$ cat config.mk
export PLATFORM = sky130hd
export DESIGN_NAME = bridge_ctrl
export DESIGN_NICKNAME = d
export VERILOG_FILES = /design/src/rtl/bridge_pkg.sv /design/src/rtl/bridge_timeout_cnt.sv /design/src/rtl/bridge_ctrl.sv
export SDC_FILE = /design/constraint.sdc
export NUM_CORES = 1
export LEC_CHECK = 0
export CORE_MARGIN = 5
export CORE_UTILIZATION = 50
export DETAILED_ROUTE_END_ITERATION = 7
export GPL_TIMING_DRIVEN = 0
export PLACE_DENSITY = 0.84
export SYNTH_ARGS = -nofsm -noshare
export SYNTH_HDL_FRONTEND = slang
export SYNTH_SLANG_ARGS = --single-unit
$ cat constraint.sdc
create_clock -name clk -period 3.3 [get_ports clk]
set_input_delay 0.66 -clock clk [delete_from_list [all_inputs] [get_ports clk]]
set_output_delay 0.66 -clock clk [all_outputs]
set_load 0.02 [all_outputs]
$ cat src/rtl/bridge_pkg.sv
// Shared types and sizing for the bridge sequencing controller.
// The block size follows from the bridge word and byte widths.
package bridge_pkg;

  localparam int BRIDGE_WIDTH    = 528;
  localparam int BYTE_WIDTH      = 8;
  localparam int BYTES_PER_BLOCK = BRIDGE_WIDTH / BYTE_WIDTH;

  typedef enum logic [2:0] {
    IDLE,
    FILL,
    PAD,
    SETTLE,
    HOLD
  } state_e;

endpackage

$ cat src/rtl/bridge_timeout_cnt.sv
// Saturating idle-cycle counter for the partial-block timeout.
// expired_o flags the cycle whose idle edge would reach LIMIT.
module bridge_timeout_cnt #(
  parameter int LIMIT = 1024
) (
  input  logic clk,
  input  logic n_rst,
  input  logic clr_i,
  input  logic en_i,
  output logic expired_o
);

  localparam int TW = $clog2(LIMIT + 1);
  localparam logic [TW-1:0] LIM    = TW'(LIMIT);
  localparam logic [TW-1:0] LIM_M1 = TW'(LIMIT - 1);

  logic [TW-1:0] cnt_q;
  logic [TW-1:0] cnt_d;

  // Clear wins over count; hold at LIMIT instead of wrapping.
  always_comb begin
    cnt_d = cnt_q;
    if (clr_i) begin
      cnt_d = '0;
    end else if (en_i && (cnt_q != LIM)) begin
      cnt_d = cnt_q + 1'b1;
    end
  end

  // Counter register with synchronous active-low reset.
  always_ff @(posedge clk) begin
    if (!n_rst) begin
      cnt_q <= '0;
    end else begin
      cnt_q <= cnt_d;
    end
  end

  assign expired_o = (cnt_q >= LIM_M1);

endmodule

$ cat src/rtl/bridge_ctrl.sv
// Sequencer feeding bytes into the bridge shift register and
// handing the completed (possibly zero-padded) word downstream.
module bridge_ctrl #(
  parameter int          BYTES_PER_BLOCK = bridge_pkg::BYTES_PER_BLOCK,
  parameter int          TIMEOUT_CYCLES  = 1024,
  parameter logic [7:0]  PAD_BYTE        = 8'h00
) (
  input  logic       clk,
  input  logic       n_rst,
  input  logic [7:0] byte_in,
  input  logic       byte_valid,
  output logic       byte_ready,
  output logic       shift_en,
  output logic [7:0] data_out,
  output logic       block_valid,
  input  logic       block_ready,
  output logic       block_padded,
  output logic [$clog2(BYTES_PER_BLOCK+1)-1:0] byte_count
);

  import bridge_pkg::*;

  localparam int CW = $clog2(BYTES_PER_BLOCK + 1);
  localparam logic [CW-1:0] LAST = CW'(BYTES_PER_BLOCK - 1);

  state_e        state_q, state_d;
  logic [CW-1:0] count_q, count_d;
  logic          shift_q, shift_d;
  logic [7:0]    data_q, data_d;
  logic          bvalid_q, bvalid_d;
  logic          padded_q, padded_d;

  logic accept;
  logic at_last;
  logic expired;
  logic tmr_clr;
  logic tmr_en;

  assign byte_ready = (state_q == IDLE) || (state_q == FILL);
  assign accept     = byte_valid && byte_ready;
  assign at_last    = (count_q == LAST);

  // Timer only runs while a partial block waits for more bytes.
  assign tmr_clr = (state_q != FILL) || accept;
  assign tmr_en  = (state_q == FILL) && !accept;

  bridge_timeout_cnt #(
    .LIMIT (TIMEOUT_CYCLES)
  ) u_tmr (
    .clk       (clk),
    .n_rst     (n_rst),
    .clr_i     (tmr_clr),
    .en_i      (tmr_en),
    .expired_o (expired)
  );

  // State and registered outputs, synchronous active-low reset.
  always_ff @(posedge clk) begin
    if (!n_rst) begin
      state_q  <= IDLE;
      count_q  <= '0;
      shift_q  <= 1'b0;
      data_q   <= 8'h00;
      bvalid_q <= 1'b0;
      padded_q <= 1'b0;
    end else begin
      state_q  <= state_d;
      count_q  <= count_d;
      shift_q  <= shift_d;
      data_q   <= data_d;
      bvalid_q <= bvalid_d;
      padded_q <= padded_d;
    end
  end

  // Next state; acceptance beats a same-cycle timeout.
  always_comb begin
    state_d = state_q;
    unique case (state_q)
      IDLE: begin
        if (accept) begin
          state_d = at_last ? SETTLE : FILL;
        end
      end
      FILL: begin
        if (accept) begin
          if (at_last) begin
            state_d = SETTLE;
          end
        end else if (expired) begin
          state_d = PAD;
        end
      end
      PAD: begin
        if (at_last) begin
          state_d = SETTLE;
        end
      end
      SETTLE: begin
        state_d = HOLD;
      end
      HOLD: begin
        if (bvalid_q && block_ready) begin
          state_d = IDLE;
        end
      end
      default: begin
        state_d = IDLE;
      end
    endcase
  end

  // Next values of shift strobe, data, count and block flags.
  always_comb begin
    shift_d  = 1'b0;
    data_d   = data_q;
    count_d  = count_q;
    bvalid_d = bvalid_q;
    padded_d = padded_q;
    if (accept) begin
      shift_d = 1'b1;
      data_d  = byte_in;
      count_d = count_q + 1'b1;
    end
    if (state_q == PAD) begin
      shift_d = 1'b1;
      data_d  = PAD_BYTE;
      count_d = count_q + 1'b1;
    end
    if ((state_q == FILL) && !accept && expired) begin
      padded_d = 1'b1;
    end
    if ((state_q == SETTLE) && (state_d == HOLD)) begin
      bvalid_d = 1'b1;
    end
    if ((state_q == HOLD) && (state_d == IDLE)) begin
      count_d  = '0;
      bvalid_d = 1'b0;
      padded_d = 1'b0;
    end
  end

  assign shift_en     = shift_q;
  assign data_out     = data_q;
  assign block_valid  = bvalid_q;
  assign block_padded = padded_q;
  assign byte_count   = count_q;

endmodule

== Word level (Yosys, flattened, before mapping) ==
Cells that the tools add are included.
Cells by class
  bitwise operators: 1
  multiplexer cells: 11
  order comparisons: 1
  reduce and logical (&&, ||, !) cells: 16
  $add $sub $neg: 2
  equality and inequality tests: 8
Operators with widths (count)
  $mux 3: 5
  $pmux 3 s5: 1
  $mux 7: 2
  $add 11x1->11 const B: 1
  $ge 11x10->1 const B: 1
  $ne 11x11->1 const B: 1
  $add 7x1->7 const B: 1
  $eq 7x7->1 const B: 1
  $logic_and 1x1->1: 7
  $eq 3x2->1 const B: 2
  $eq 3x3->1 const B: 2
  $logic_not 3->1: 2
  $reduce_or 2->1: 3
  $eq 3x1->1 const B: 1
  $ne 3x1->1 const B: 1
  $logic_or 1x1->1: 2
  $mux 1: 2
  $mux 2: 1
  $reduce_bool 2->1: 1
  $logic_not 1->1: 1
  $not 1->1: 1
Storage, ports and cells
  word-level logic and storage cells: 46
  flip-flop bits (word level): 32
  output and inout port bits: 19

== Logic depth before layout (Yosys ltp) ==
  depth in word-level cells: 8
  gate-level depth with buffers: 5

== Hierarchy ==
From an unflattened synthesis, not the netlist that was laid out.
Unflattened totals
  cell total of the unflattened synthesis: 177
  area total of the unflattened synthesis: 1527.7 µm²
By module, submodules not included
  bridge_ctrl: seq. area each 420.4 µm², instances 1, area each 943.4 µm², cells each 108
  bridge_timeout_cnt: seq. area each 220.2 µm², instances 1, area each 584.3 µm², cells each 69

== Worst setup path before layout ==
Ideal clock, no wire load.
  path type: input to register
  start point: in byte_valid
  end point: reg u_tmr.cnt_q[9]
  setup time: 128 ps
  arrival: 1637 ps
  slack: 1536 ps
  stages on the path: 4
  path through: or4b_4 > nor4_4 > xnor2_1 > nor2_1
Between the ends
  cells in the longest elaborated chain, start to end: 4
  elaborated cells between the ends (all ways): 6
RTL lines
  start, declared: RTL line bridge_ctrl.sv:11  | input logic byte_valid,
  $logic_and 1x1->1 (*): RTL line bridge_ctrl.sv:40  | assign accept = byte_valid && byte_ready;
  $logic_not 1->1: RTL line bridge_ctrl.sv:45  | assign tmr_en = (state_q == FILL) && !accept;
  $logic_and 1x1->1: RTL line bridge_ctrl.sv:45
  $logic_and 1x1->1: RTL line bridge_timeout_cnt.sv:25  | end else if (en_i && (cnt_q != LIM)) begin
  end signal, assigned: RTL line bridge_timeout_cnt.sv:35  | cnt_q <= cnt_d;
  end, declared: RTL line bridge_timeout_cnt.sv:17  | logic [TW-1:0] cnt_q;
Every way passes the cells marked *; elsewhere a longest branch is shown, timed or not.
A chain may end at the register's enable or synchronous reset.

== Worst setup path in the final report ==
  start point: reg state_q[1]
  end point: out byte_ready
Between the ends
  cells in the longest elaborated chain, start to end: 2
  elaborated cells between the ends (all ways): 3
RTL lines
  start, declared: RTL line bridge_ctrl.sv:26  | state_e state_q, state_d;
  start signal, assigned: RTL line bridge_ctrl.sv:67  | state_q <= state_d;
  $eq 3x1->1 or $logic_not 3->1 (tied branches): RTL line bridge_ctrl.sv:39  | assign byte_ready = (state_q == IDLE) || (state_q == FILL);
  $logic_or 1x1->1 (*): RTL line bridge_ctrl.sv:39
  end, declared: RTL line bridge_ctrl.sv:12  | output logic byte_ready,
Marks and branches as above.

==> metrics.yaml <==
syn_inst: 166
wire_per_inst_um: 13.35
final_hold_viol_count: 0
drv_slew: 0
clockBufferDepth: 2
overflow: 0
layout-drive-gt1-share_pct: 4.902
nets: 219
rsz0062_at_grt: "no"
post_cts_buffers: 0
drt_first_pass_iters: 4
timing.critical_path.arrival_ns: 1.58
die_y_um: 63.30
combPwrFrac_pct: 10.9
clk_pin_slew_ns: 0.09
setup_tns_ns: 0
route.vias.total: 1295
relSlewSlack_pct: 62.51
vias_per_cell: 5.511
vdd_drop_max_mv: 0.3502
yosys.cell_types.count: 32
cap_violations: 0
synth_top_area_share_pct: 45.11
synth_area_sq_um: 1420
switchingPower_w: 0.0001778
clkSinkCount: 32
ys_seq_area_share_pct: 45.11
crit_start: "state_q[1]"
first_iter_violations: 58
clk_latency_ns: 0.33
syn-num-nets: 182
antenna_found_initial: 0
core-area_sq_um: 2734
path_class: "flip-flop to output pin"
fin_crit_sh_pct: 67.91
port_buffers: 30
final_core_util_pct: 66.50
p_sw_share_pct: 24.73
syn_area_per_cell_sq_um: 8.555
place_inst: 227
start_util_pct: 51.95
die_area_sq_um: 4006
clockRootBuffer: "clkbuf_4"
r2r_setup_slack_ns: 1.71
final-setup-viol-count: 0
diodes: 0
seqPwrFrac_pct: 56.4
synth_top_area_cell: "dfxtp_1"
crit_path_max_fanout: 8
dp_slack_ns: 0.9197
cts.htree.levels: 2
fin_worst_skew_ns: 0.003606
n_fill_cell: 205
postCtsHoldBufs: 0
worst_pin_slew_ns: 0.5623
grt.total_usage_pct: 16.59
synth_area_leaders: "dfxtp_1, a21oi_1, nand2_1, xnor2_1, nor2_1"
setup_slack_ns: 1.059
dp_hpwl_um: 2347
ctsResizeCount: 0
area_delta_synth_final_pct: 28.02
cp.required_ns: 2.64
power.density_nw_per_um2: 395.3
drc: 0
grt_pass1_vias: 1255
rows: 19
clockPowerShare_pct: 32.7
numCtsBuffers: 5
totalWireLength_um: 3138
leakage_nw: 0.6183
ys_warn_count: 0
die_x_um: 63.30
layout.cells.non_filler: 235
drtAntennaViolNets: 0
worstReg2RegStart: "state_q[1]"
status: "finished clean"
grt_pass1_wl_um: 5326
startpoint_type: "flip-flop"
hold_class: "flip-flop to flip-flop"
gp_congestion: 0.7791
cts_tree: "done"
fmax_mhz: 446.2
end_kind: "output pin"
grt_max_degree: 11
ios: 31
ys_ff_latch: 32
fin_crit_ns: 2.241
internal_power_w: 0.0005410
hold_start: "data_out[3]"
[routing by layer]
metal	global-route usage (%)	up-vias	routed length, um
li1	-	650	-
met1	18.41	603	1328
met2	27.44	32	1596
met3	6.039	10	132
met4	8.831	0	80
met5	0	-	0
[worst max-delay path: stages (launching register included)]
cell and delay, ns:
dfxtp_1 0.38, nor2_1 0.21, clkdlybuf4s50_1 0.66
[synth_stat cells]
cell      instances
nand2_1          24
nor2b_1           1
dfxtp_1          32
xor2_1            1
o21a_1            2
mux2i_1           1
a211oi_1          3
o21ai_2           1
and2_1            2
a21bo_2           1
nand3_1           7
nor4b_1           1
nor3_1            4
nor2_1           17
nand3b_1          1
xnor2_1          10
or4b_4            1
nor4_1            2
o41ai_1           1
o21ai_0           5
inv_1             7
nand2b_1          4
and3_1            1
nand4_1           2
o22a_1            1
nand4b_1          4
clkbuf_1          2
o21ai_1           1
ha_1              4
or3_1             4
a21oi_1          18
nor4_4            1
[power groups by stage]
stage / clock network (W) / registers, W / logic [W]
after global placement: 0 / 0.000413 / 0.0000761
after detailed placement: 0 / 0.000415 / 0.0000785
final: 0.000235 / 0.000406 / 0.0000781
after global routing: 0.000264 / 0.000408 / 0.0000847
after CTS: 0.000240 / 0.000406 / 0.0000788
after floorplan: 0 / 0.000424 / 0.0000271
[final timing paths]
kind | endpoint | cells after the start
max | byte_ready | 2
max reg2reg | byte_count[2] | 4
min reg2reg | data_out[3] | 2
min | data_out[3] | 2
[sequential cells by signal, indices dropped and copies added (netlist names)]
name,cells
block_padded,1
block_valid,1
data_out,8
u_tmr.cnt_q,11
byte_count,7
shift_en,1
state_q,3
[kinds of logic after synthesis]
logic type / count (synthesis) / synth area share (%)
compound gates: 33 / 13.66
flops: 32 / 45.11
fa+ha+maj: 4 / 3.524
buf+inv: 9 / 2.379
mux: 1 / 0.7049
xor+xnor: 11 / 6.784
simple gates: 76 / 27.84
[placed cells by master (no fill, tap or decap), types with 2 or more instances in the layout]
| master | netlist | layout |
|---|---|---|
| a211oi_1 | 3 | 3 |
| nor3_1 | 4 | 4 |
| a21oi_1 | 18 | 18 |
| nor2_1 | 17 | 17 |
| inv_1 | 7 | 7 |
| clkdlybuf4s50_1 | 0 | 30 |
| nor4_1 | 2 | 2 |
| xnor2_1 | 10 | 10 |
| nand4_1 | 2 | 2 |
| o21ai_0 | 5 | 5 |
| dfxtp_1 | 32 | 32 |
| o21a_1 | 2 | 2 |
| nand4b_1 | 4 | 4 |
| nand3_1 | 7 | 7 |
| clkbuf_1 | 2 | 4 |
| clkbuf_4 | 0 | 5 |
| or3_1 | 4 | 4 |
| ha_1 | 4 | 4 |
| nand2_1 | 24 | 24 |
| nand2b_1 | 4 | 4 |
| and2_1 | 2 | 2 |
[metrics by stage]
stage	hold slack, ns	total power [W]	instance area (sq um)
2_1_floorplan	0.4837	0.0004513	1420
3_3_place_gp	0.4438	0.0004896	1759
3_5_place_dp	0.4457	0.0004931	1759
4_1_cts	0.4585	0.0007242	1818
5_1_grt	0.4979	0.0007567	1818
6_report	0.4581	0.0007187	1818
[final cells by class]
cell class                      count  area [sq um]  area share (%)
Buffer                              2         7.507          0.4129
Sequential cell                    32         640.6           35.24
Clock buffer                        8         58.81           3.235
Inverter                            7         26.28           1.445
Multi-Input combinational cell    125         745.7           41.02
Tap cell                           31         38.79           2.134
Timing Repair Buffer               30         300.3           16.52
Note: power is estimated with default switching activity, not from simulation.
